`src/rtl/quant_zigzag_sequencer.sv`:
```
// quant_zigzag_sequencer
// Captures one quantized 8x8 block per in_valid/in_ready handshake and streams
// it to the entropy coder one coefficient per cycle in JPEG zigzag order.
// in_coeffs is flat: element [row][col] sits at bits ((row*8+col)*COEFF_WIDTH +: COEFF_WIDTH).
// Build option: define QSEQ_DOUBLE_BUF_EN for two ping-pong block banks
// (capture while streaming, no bubble between blocks). Default is a single bank.
module quant_zigzag_sequencer #(
    parameter int BLOCK_SIZE  = 8,   // only 8 is meaningful: the zigzag ROM is fixed
    parameter int COEFF_WIDTH = 9
) (
    input  logic                                          clk,
    input  logic                                          rst_n,
    input  logic [BLOCK_SIZE*BLOCK_SIZE*COEFF_WIDTH-1:0]  in_coeffs,
    input  logic                                          in_valid,
    output logic                                          in_ready,
    output logic [COEFF_WIDTH-1:0]                        out_coeff,
    output logic [5:0]                                    out_index,
    output logic                                          out_valid,
    input  logic                                          out_ready,
    output logic                                          out_last,
    output logic [5:0]                                    blk_last_nz,
    output logic                                          blk_all_zero
);

    localparam int NCOEF = BLOCK_SIZE * BLOCK_SIZE;
    localparam int BLK_W = NCOEF * COEFF_WIDTH;
`ifdef QSEQ_DOUBLE_BUF_EN
    localparam int NBANK = 2;
`else
    localparam int NBANK = 1;
`endif

    // Zigzag position -> raster position (row*8+col); entry k at bits [k*6 +: 6].
    localparam logic [383:0] ZZ_ROM = {
        6'd63, 6'd62, 6'd55, 6'd47, 6'd54, 6'd61, 6'd60, 6'd53,
        6'd46, 6'd39, 6'd31, 6'd38, 6'd45, 6'd52, 6'd59, 6'd58,
        6'd51, 6'd44, 6'd37, 6'd30, 6'd23, 6'd15, 6'd22, 6'd29,
        6'd36, 6'd43, 6'd50, 6'd57, 6'd56, 6'd49, 6'd42, 6'd35,
        6'd28, 6'd21, 6'd14, 6'd7,  6'd6,  6'd13, 6'd20, 6'd27,
        6'd34, 6'd41, 6'd48, 6'd40, 6'd33, 6'd26, 6'd19, 6'd12,
        6'd5,  6'd4,  6'd11, 6'd18, 6'd25, 6'd32, 6'd24, 6'd17,
        6'd10, 6'd3,  6'd2,  6'd9,  6'd16, 6'd8,  6'd1,  6'd0
    };

    function automatic logic [5:0] zz_at(input logic [5:0] k);
        return ZZ_ROM[int'(k)*6 +: 6];
    endfunction

    typedef enum logic {S_IDLE, S_STREAM} state_t;

    state_t             state_q, state_d;
    logic [5:0]         idx_q, idx_d;
    logic [BLK_W-1:0]   bank_q [NBANK];
    logic [5:0]         last_nz_q [NBANK];
    logic               all_zero_q [NBANK];
    logic               wr_sel, rd_sel, pend;
    logic               capture, xfer, done;
    logic [5:0]         cap_last_nz;
    logic               cap_all_zero;

    assign capture = in_valid && in_ready;
    assign xfer    = out_valid && out_ready;
    assign done    = xfer && (idx_q == 6'd63);

`ifdef QSEQ_DOUBLE_BUF_EN
    logic wr_sel_q, wr_sel_d, rd_sel_q, rd_sel_d, pend_q, pend_d;

    // Bank pointers and the "second block waiting" flag.
    always_ff @(posedge clk) begin
        if (!rst_n) begin
            wr_sel_q <= 1'b0;
            rd_sel_q <= 1'b0;
            pend_q   <= 1'b0;
        end else begin
            wr_sel_q <= wr_sel_d;
            rd_sel_q <= rd_sel_d;
            pend_q   <= pend_d;
        end
    end

    // Writes and reads each walk the two banks in turn, which keeps blocks in FIFO order.
    always_comb begin
        wr_sel_d = capture ? ~wr_sel_q : wr_sel_q;
        rd_sel_d = done ? ~rd_sel_q : rd_sel_q;
        pend_d   = pend_q;
        if (state_q == S_STREAM) begin
            if (done)
                pend_d = 1'b0;
            else if (capture)
                pend_d = 1'b1;
        end
    end

    assign wr_sel = wr_sel_q;
    assign rd_sel = rd_sel_q;
    assign pend   = pend_q;
`else
    assign wr_sel = 1'b0;
    assign rd_sel = 1'b0;
    assign pend   = 1'b0;
`endif

    // Last nonzero coefficient in zigzag order; the highest zigzag index wins.
    always_comb begin
        cap_last_nz  = 6'd0;
        cap_all_zero = 1'b1;
        for (int i = 0; i < NCOEF; i++) begin
            if (in_coeffs[int'(zz_at(6'(i)))*COEFF_WIDTH +: COEFF_WIDTH] != '0) begin
                cap_last_nz  = 6'(i);
                cap_all_zero = 1'b0;
            end
        end
    end

    // Block storage: written on capture only, never reset.
    always_ff @(posedge clk) begin
        if (capture)
            bank_q[wr_sel] <= in_coeffs;
    end

    // Per-bank metadata, registered alongside the block it describes.
    always_ff @(posedge clk) begin
        if (!rst_n) begin
            for (int b = 0; b < NBANK; b++) begin
                last_nz_q[b]  <= 6'd0;
                all_zero_q[b] <= 1'b0;
            end
        end else if (capture) begin
            last_nz_q[wr_sel]  <= cap_last_nz;
            all_zero_q[wr_sel] <= cap_all_zero;
        end
    end

    // State and stream index registers.
    always_ff @(posedge clk) begin
        if (!rst_n) begin
            state_q <= S_IDLE;
            idx_q   <= 6'd0;
        end else begin
            state_q <= state_d;
            idx_q   <= idx_d;
        end
    end

    // Next state: a finished block hands over directly to a waiting or just-captured one.
    always_comb begin
        state_d = state_q;
        idx_d   = idx_q;
        case (state_q)
            S_IDLE: begin
                if (capture) begin
                    state_d = S_STREAM;
                    idx_d   = 6'd0;
                end
            end
            S_STREAM: begin
                if (done) begin
                    state_d = (pend || capture) ? S_STREAM : S_IDLE;
                    idx_d   = 6'd0;
                end else if (xfer) begin
                    idx_d = idx_q + 6'd1;
                end
            end
            default: state_d = S_IDLE;
        endcase
    end

    // Outputs: everything derives from registers, so it holds while out_ready is low.
    always_comb begin
        out_valid    = (state_q == S_STREAM);
`ifdef QSEQ_DOUBLE_BUF_EN
        in_ready     = !pend;
`else
        in_ready     = (state_q == S_IDLE);
`endif
        out_index    = idx_q;
        out_last     = (state_q == S_STREAM) && (idx_q == 6'd63);
        out_coeff    = bank_q[rd_sel][int'(zz_at(idx_q))*COEFF_WIDTH +: COEFF_WIDTH];
        blk_last_nz  = last_nz_q[rd_sel];
        blk_all_zero = all_zero_q[rd_sel];
    end

endmodule

```
`config.mk`:
```
export PLATFORM = sky130hd
export DESIGN_NAME = quant_zigzag_sequencer
export DESIGN_NICKNAME = d
export VERILOG_FILES = /design/src/rtl/quant_zigzag_sequencer.sv
export SDC_FILE = /design/constraint.sdc
export NUM_CORES = 1
export LEC_CHECK = 0
export CORE_MARGIN = 5
export CORE_UTILIZATION = 40
export DETAILED_ROUTE_END_ITERATION = 8
export PLACE_DENSITY = 0.66
export RECOVER_POWER = 25
export SKIP_LAST_GASP = 1
export SLEW_MARGIN = 30
export SYNTH_ARGS = -nofsm -noshare
export SYNTH_HDL_FRONTEND = slang
export SYNTH_SLANG_ARGS = --single-unit
```
`constraint.sdc`:
```
create_clock -name clk -period 23.6 [get_ports clk]
set_input_delay 3.54 -clock clk [delete_from_list [all_inputs] [get_ports clk]]
set_output_delay 3.54 -clock clk [all_outputs]
set_load 0.01 [all_outputs]
```
======== After elaboration in Yosys (flattened, before gate mapping) ========
Memory sizes are Yosys's and may differ from the RTL's.
Index checks and enable logic that the tools add are counted.
cells by class
  add/subtract/negate cells ............... 1
  multiply operators ...................... 2
  divide/modulo/power cells ............... 0
  $lt $le $gt $ge ......................... 0
  equality and inequality tests ........... 3
  shifts and indexed selects .............. 2
  mux-type cells .......................... 142
  bitwise logic cells ..................... 1
  reductions and logical operators ........ 71
operators by type and width
  kind                         count
  $reduce_bool A9 Y1           64
  $shiftx A576 B11 Y9          1
  $mux W6                      65
  $shiftx A384 B10 Y6 const A  1
  $mux W1                      74
  $pmux W6 S2                  1
  $mul A6 B4 Y10 const B       1
  $mul A6 B2 Y8 const B        1
  $add A6 B1 Y6 const B        1
  $eq A6 B6 Y1 const B         1
  $reduce_or A6 Y1             1
  $logic_and A1 B1 Y1          4
  $ne A3 B1 Y1 const B         1
  $mux W2                      1
  $ne A2 B1 Y1 const B         1
  $pmux W1 S2                  1
  $reduce_and A2 Y1            1
  $not A1 Y1                   1
  $reduce_or A1 Y1             1
word-level totals
  register bits ........................... 7
  latch bits .............................. 0
  RAM bits ................................ 583
  bits in read-only memories .............. 0
  input bits .............................. 580
  output and inout bits ................... 25
  word-level logic and storage cells ...... 227
  memories kept ........................... 3
memory list
  name        depth  bits a word  rd ports  clocked after Yosys merged registers in  wr ports  RTL line  RTL
  bank_q      1      576          1         0                                        1         53        logic [BLK_W-1:0] bank_q [NBANK];
  last_nz_q   1      6            1         0                                        1         54        logic [5:0] last_nz_q [NBANK];
  all_zero_q  1      1            1         0                                        1         55        logic all_zero_q [NBANK];

======== Logic depth before layout (Yosys ltp) ========
Gate-level depths: netlist of run 1.
  depth in word-level cells ............... 66
  gate-level depth with buffers ........... 15
  gate-level depth less buffers ........... 11

======== Least setup slack after synthesis of run 1 ========
No wires, ideal clock.
  kind .................................... input-to-reg
  start ................................... input port in_valid
  end ..................................... memory last_nz_q[0][0] (data pin)
  setup time .............................. 0.195 ns
  arrival time ............................ 17.597 ns
  required time ........................... 23.405 ns
  path slack .............................. 5.808 ns
  stages .................................. 7
  path buffers ............................ 0
  cell sequence ........................... nand2_1 -> inv_1 -> nand2_1 -> nor2_1 -> o21ai_0 -> a2111o_1 -> o311ai_0
between the ends
  word-level cells in the longest chain between the ends .. 6
ends and longest elaborated chain
  item                           RTL line  RTL
  start, declared                14        input logic in_valid,
  $logic_and A1 B1 Y1            61        assign capture = in_valid && in_ready;
  net capture                    57        logic capture, xfer, done;
  $mux W1                        128       end else if (capture) begin
  $mux W1                        123       if (!rst_n) begin
  $mux W1 (not written as such)  129       last_nz_q[wr_sel] <= cap_last_nz;
  $reduce_or A6 Y1 (no line)     --
  $mux W6 (no line)              --
  end, declared                  54
The timed path passes the listed nets, and every way through them passes these cells.

======== Worst setup path in the final report of run 1 ========
  start ................................... register idx_q[0] (netlist: out_index[0])
  end ..................................... output port out_coeff[2]
between the ends
  word-level cells in the longest chain between the ends .. 4
ends and longest elaborated chain
  item                    RTL line  RTL
  start, declared         52        logic [5:0] idx_q, idx_d;
  start signal, assigned  141       idx_q <= idx_d;
  $mul A6 B2 Y8           46        return ZZ_ROM[int'(k)*6 +: 6];
  $shiftx A384 B10 Y6     46
  $mul A6 B4 Y10          178       out_coeff = bank_q[rd_sel][int'(zz_at(idx_q))*COEFF_WIDTH +: COEFF_WIDTH];
  $shiftx A576 B11 Y9     178
  end, declared           16        output logic [COEFF_WIDTH-1:0] out_coeff,
Every way passes these cells.

==> results of run 1 <==
## stage by stage
stage,setup WS [ps],instances,instance area (sq um)
finish,11660,3589,36200
global route,11380,3578,36100
detailed placement,12360,3457,33900
CTS,11730,3576,36100
floorplan,5810,2113,27100
global placement,12520,3457,33900
## cell usage after synthesis (3+ instances only)
cell type / number / area share (%)
mux2i_1: 35 / 1.3
nor2b_1: 9 / 0.21
nor4_1: 81 / 1.9
buf_2: 21 / 0.39
a31oi_1: 13 / 0.30
nand3_2: 3 / 0.11
o2111ai_1: 58 / 1.9
or3_1: 25 / 0.58
clkbuf_1: 123 / 1.7
a2111oi_1: 3 / 0.11
and2_1: 3 / 0.069
mux2_2: 4 / 0.17
a211oi_1: 199 / 5.5
nand2b_1: 8 / 0.18
nand2_1: 34 / 0.47
dfxtp_1: 7 / 0.52
o31ai_1: 31 / 0.86
ha_1: 14 / 0.65
a21oi_1: 22 / 0.41
edfxtp_1: 583 / 65
inv_1: 20 / 0.28
or4_1: 4 / 0.11
nand3_1: 128 / 2.4
nand3b_1: 3 / 0.083
nor2_1: 104 / 1.4
and3_1: 255 / 5.9
buf_6: 4 / 0.17
a2111oi_0: 6 / 0.19
nand4_1: 68 / 1.6
mux4_2: 7 / 0.58
buf_1: 12 / 0.17
o21ai_0: 31 / 0.57
nor3_1: 72 / 1.3
o22ai_1: 28 / 0.65
o211ai_1: 38 / 1.1
o21bai_1: 3 / 0.083
buf_4: 4 / 0.11
or2_2: 4 / 0.092
o41ai_1: 10 / 0.32
## cells by family after synthesis
kind of cell,after synthesis,share of synthesized area [%]
multiplexers,46,2.04
AND/OR/NAND/NOR,807,16.6
AO/OA/AOI/OAI,467,12.8
adder cells (fa/ha/maj),14,0.645
flip-flops,590,65.0
buffers and inverters,187,2.89
XOR/XNOR,2,0.0646
## worst paths after layout
check                                                end  cells after the start  slack [ps]                 startpoint
worst max-delay path                        out_coeff[2]                     14       11660  out_index[0]$_SDFFE_PN0P_
worst min-delay path                out_valid$_SDFF_PN0_                      1         650       out_valid$_SDFF_PN0_
worst max register to register  bank_q[0][195]$_DFFE_PP_                      5       20120       out_valid$_SDFF_PN0_
worst min register to register      out_valid$_SDFF_PN0_                      1         650       out_valid$_SDFF_PN0_
## registers in the layout, indices dropped and copies added (netlist names)
register and flops:
bank_q 576, last_nz_q 6, all_zero_q 1, out_valid 1, out_index 6
## power by group
part / internal [mW] / total [mW] / leakage, nW / switching, mW
clock: 0.635 / 1.07 / 1.07 / 0.435
combinational: 0.127 / 0.277 / 5.65 / 0.149
sequential: 1.22 / 1.24 / 5.62 / 0.0217
total: 1.99 / 2.59 / 12.3 / 0.606
## layout make-up
type	count	share of cell area, %
Multi-Input combinational cell	1336	24.2
Clock buffer	76	4.73
Sequential cell	590	48.8
Clock inverter	43	1.41
Timing Repair Buffer	636	17.5
Tap cell	873	3.02
Antenna cell	13	0.0899
Inverter	22	0.249
## routing by layer
| metal | up-vias | track usage, % |
|---|---|---|
| li1 | 9787 | - |
| met5 | - | 0 |
| met1 | 11000 | 37.2 |
| met4 | 10 | 11.2 |
| met3 | 237 | 7.27 |
| met2 | 1521 | 47.6 |
==> results.toml, run 1 <==
[worst_setup_path]
cp-end-kind = "primary output"
critPathBufInv = 5
slowest_stage = "dfxtp_1"
path_max_fanout = 81
worst_ep_required_time_ps = 20060
path_class = "register to primary output"
cpPeakStageDelay_ps = 790
cp_top_family = "buffers and inverters"
crit_chain = "inv_1 -> ha_1 -> and2_1 -> o31a_2 -> buf_4 -> nand3_4 -> nand2_4 -> buf_4 -> buf_4 -> a211oi_1 -> nor4_1 -> a31oi_1 -> a211oi_1 -> clkdlybuf4s50_1"
critical_path_arrival_ps = 8400
cpMostUsedCell = "buf_4"
start_kind = "register"

[timing]
worst_hold_slack_ps = 651
finalClockSkew_ps = 23.4
max_slew.worst_pin.slew_ps = 931
final_max_slew_viol_count = 0
slew_headroom_pct = 36.3
finalSetupViolCount = 0
rsz0062_at_grt = "no"
fmax_mhz = 83.8
fin_setup_tns_ps = 0
hold_viol = 0
timing.final.crit_period_ps = 11940
min_period_over_period_pct = 50.6

[synthesis]
ys_types = 67
syn-num-nets = 2707
synth-edff-count = 583
syn_inst = 2113
yosysSeqAreaShare_pct = 65.0
syn_area_per_cell_sq_um = 12.8
synth_area_sq_um = 27100
ys.flop_type = "edfxtp_1"
synth_seq_cells = 590
yosysWarnings = 0
ys_async_sr_fraction_pct = 0

[route]
wl_met1_microns = 42600
drtIter0Drc = 2897
dr.pass1.iters = 6
drc = 0
wl_per_cell_microns = 31.1
route.met3.wl_microns = 10800
routed_wl_microns = 112000
drtAntennaViolNets = 0
topRoutingLayerUsed = "met5"
drt-vias-per-instance = 6.28
wl_met2_microns = 53300
vias = 22500

[die]
die_h_microns = 270
core_sq_um = 67300
ios = 605
rows = 95
die_w_microns = 270
start_util_pct = 40.3
die-area_sq_um = 73200

[cts]
h-tree-depth = 3
clock_path_buffers = 3
cts_buffers = 66
ctsResizeCount = 0
cts_tree = "yes"
root_buffer = "clkbuf_16"
clk_latency_ps = 610
postCtsHoldBufs = 0
path_clk_slew_ps = 60
clock-sinks = 590
post_cts_buffers = 0

[global_routing]
grt_pass1_wl_microns = 157000
antenna_found_initial = 21
grt_max_degree = 244
overflow = 0
grt_pass1_vias = 22100
gr-usage-all-layers_pct = 29.0

[final_layout]
final_cell_mix = "edfxtp_1, clkdlybuf4s50_1, dlygate4sd3_1"
nets = 3246
area_growth_pct = 33.3
final_common_cell = "edfxtp_1"
num-fill-cells = 5580
drive_above_1_share_pct = 6.03
final_util_pct = 53.8
seq_area_sq_um = 17600
multiInputGateArea_sq_um = 8770

[power_and_ir_drop]
ir_drop_uv = 38.6
p_per_area_nw_per_um2 = 71.7
p_leak_nw = 12.3
total_power_mw = 2.59

[placed_design]
hpwl_microns = 85100
io_buffers = 604
routabilityCongestion = 0.924

[run]
cap_violations = 0

[outcome]
status = "completed"

[min_path]
min_path_type = "register to register"
(Power assumes the default switching activity.)
==> inputs of run 2 (changes only) <==
==> constraint.sdc (replaced) <==
create_clock -name clk -period 11.75 [get_ports clk]
set_input_delay 1.7625 -clock clk [delete_from_list [all_inputs] [get_ports clk]]
set_output_delay 1.7625 -clock clk [all_outputs]
set_load 0.01 [all_outputs]
==> run 2 against run 1 <==
Clock skew fell by 1.3 ps. Routed wire length rose by 0.13%. First-iteration DRC count rose by 3.5%. Via count fell by 0.64%. Register-to-register slack got worse by 12000 ps.
==> results.toml, run 2 (synthesized netlist as in run 1, its figures left out) <==
[timing]
hold_viol = 0
final_max_slew_viol_count = 0
finalClockSkew_ps = 22.1
fmax_mhz = 107
rsz0062_at_grt = "no"
max_slew.worst_pin.slew_ps = 1010
fin_setup_tns_ps = 0
finalSetupViolCount = 0
timing.final.crit_period_ps = 9380
min_period_over_period_pct = 79.8
slew_headroom_pct = 30.9

[route]
drtIter0Drc = 2998
vias = 22400
wl_per_cell_microns = 31.1
drtAntennaViolNets = 0
dr.pass1.iters = 6
drt-vias-per-instance = 6.24
drc = 0
routed_wl_microns = 112000

[cts]
path_clk_slew_ps = 60
post_cts_buffers = 0
cts_buffers = 66
h-tree-depth = 3
clock-sinks = 590
ctsResizeCount = 0
postCtsHoldBufs = 0
clk_latency_ps = 610
cts_tree = "yes"
clock_path_buffers = 3
root_buffer = "clkbuf_16"

[worst_setup_path]
worst_ep_required_time_ps = 9990
crit_chain = "inv_1 -> ha_1 -> and2_1 -> o31a_2 -> buf_4 -> nand3_4 -> nand2_4 -> buf_12 -> a211oi_1 -> o41ai_1 -> nand4_1 -> a211oi_1 -> clkdlybuf4s50_1"
cpMostUsedCell = "a211oi_1"
path_max_fanout = 145
path_class = "register to primary output"
critical_path_arrival_ps = 7620
start_kind = "register"
reg2reg_setup_slack_ps = 7640
cp-end-kind = "primary output"
slowest_stage = "o41ai_1"
cp_top_family = "buffers and inverters"
cpPeakStageDelay_ps = 770
critPathBufInv = 4

[global_routing]
grt_pass1_vias = 22100
antenna_found_initial = 33
overflow = 0
grt_max_degree = 244
gr-usage-all-layers_pct = 29.1
grt_pass1_wl_microns = 157000

[die]
rows = 95
core_sq_um = 67300
ios = 605
die_h_microns = 270
start_util_pct = 40.3
die_w_microns = 270
die-area_sq_um = 73200

[final_layout]
multiInputGateArea_sq_um = 8760
drive_above_1_share_pct = 5.63
final_cell_mix = "edfxtp_1, clkdlybuf4s50_1, dlygate4sd3_1"
largest_register_ffs = 576
num-fill-cells = 5594
area_growth_pct = 32.7
nets = 3243
largest_register = "bank_q"
seq_area_sq_um = 17600
final_common_cell = "edfxtp_1"

[placed_design]
hpwl_microns = 85100
io_buffers = 604
routabilityCongestion = 0.985

[min_path]
min_path_type = "register to register"

[power_and_ir_drop]
p_leak_nw = 12.3
ir_drop_uv = 74.2
p_per_area_nw_per_um2 = 140
total_power_mw = 5.05

[outcome]
status = "completed"

[run]
cap_violations = 0
run 2: per-layer routing:
metal / part of all wire (%) / wire (microns) / vias to the layer above / track usage, %
li1: - / - / 9769 / -
met1: 38 / 42600 / 10900 / 37.3
met2: 48 / 53900 / 1441 / 48.3
met3: 9.7 / 10800 / 238 / 7.68
met4: 3.9 / 4370 / 16 / 9.77
met5: 0.084 / 94 / - / 0
run 2: cell type report:
cell class	instances	share of cell area, %
Antenna cell	18	0.125
Clock inverter	31	0.712
Clock buffer	86	4.97
Inverter	22	0.247
Multi-Input combinational cell	1336	24.3
Timing Repair Buffer	633	17.6
Tap cell	873	3.03
Sequential cell	590	49.0
run 2: power breakdown:
group	internal (mW)	switching [mW]	total, mW
Sequential	2.46	0.0424	2.50
Combinational	0.258	0.304	0.562
Clock	1.15	0.843	1.99
Total	3.86	1.19	5.05
run 2: stage by stage:
stage          hold slack (ps)  util, %  worst slack [ps]  instances  instance area, sq um
6_report                   606     53.5              2370       3589                 36000
3_5_place_dp               599     50.4              3160       3453                 33900
4_1_cts                    604     53.4              2540       3570                 35900
3_3_place_gp               589     50.4              3380       3453                 33900
2_1_floorplan              619        -               139       2113                 27100
5_1_grt                    651     53.5              2060       3577                 36000
run 2: final timing paths:
kind,to,startpoint,cells past startpoint
max,out_coeff[7],out_index[0]$_SDFFE_PN0P_,13
min reg2reg,out_valid$_SDFF_PN0_,out_valid$_SDFF_PN0_,1
max reg2reg,bank_q[0][476]$_DFFE_PP_,out_valid$_SDFF_PN0_,7
min,out_valid$_SDFF_PN0_,out_valid$_SDFF_PN0_,1
run 2: worst register-to-register path: stages (launching register included):
cell and delay [ps]:
dfxtp_1 350, inv_1 140, nand2_1 180, clkinvlp_4 500, buf_4 640, buf_4 830, buf_12 470, buf_16 470
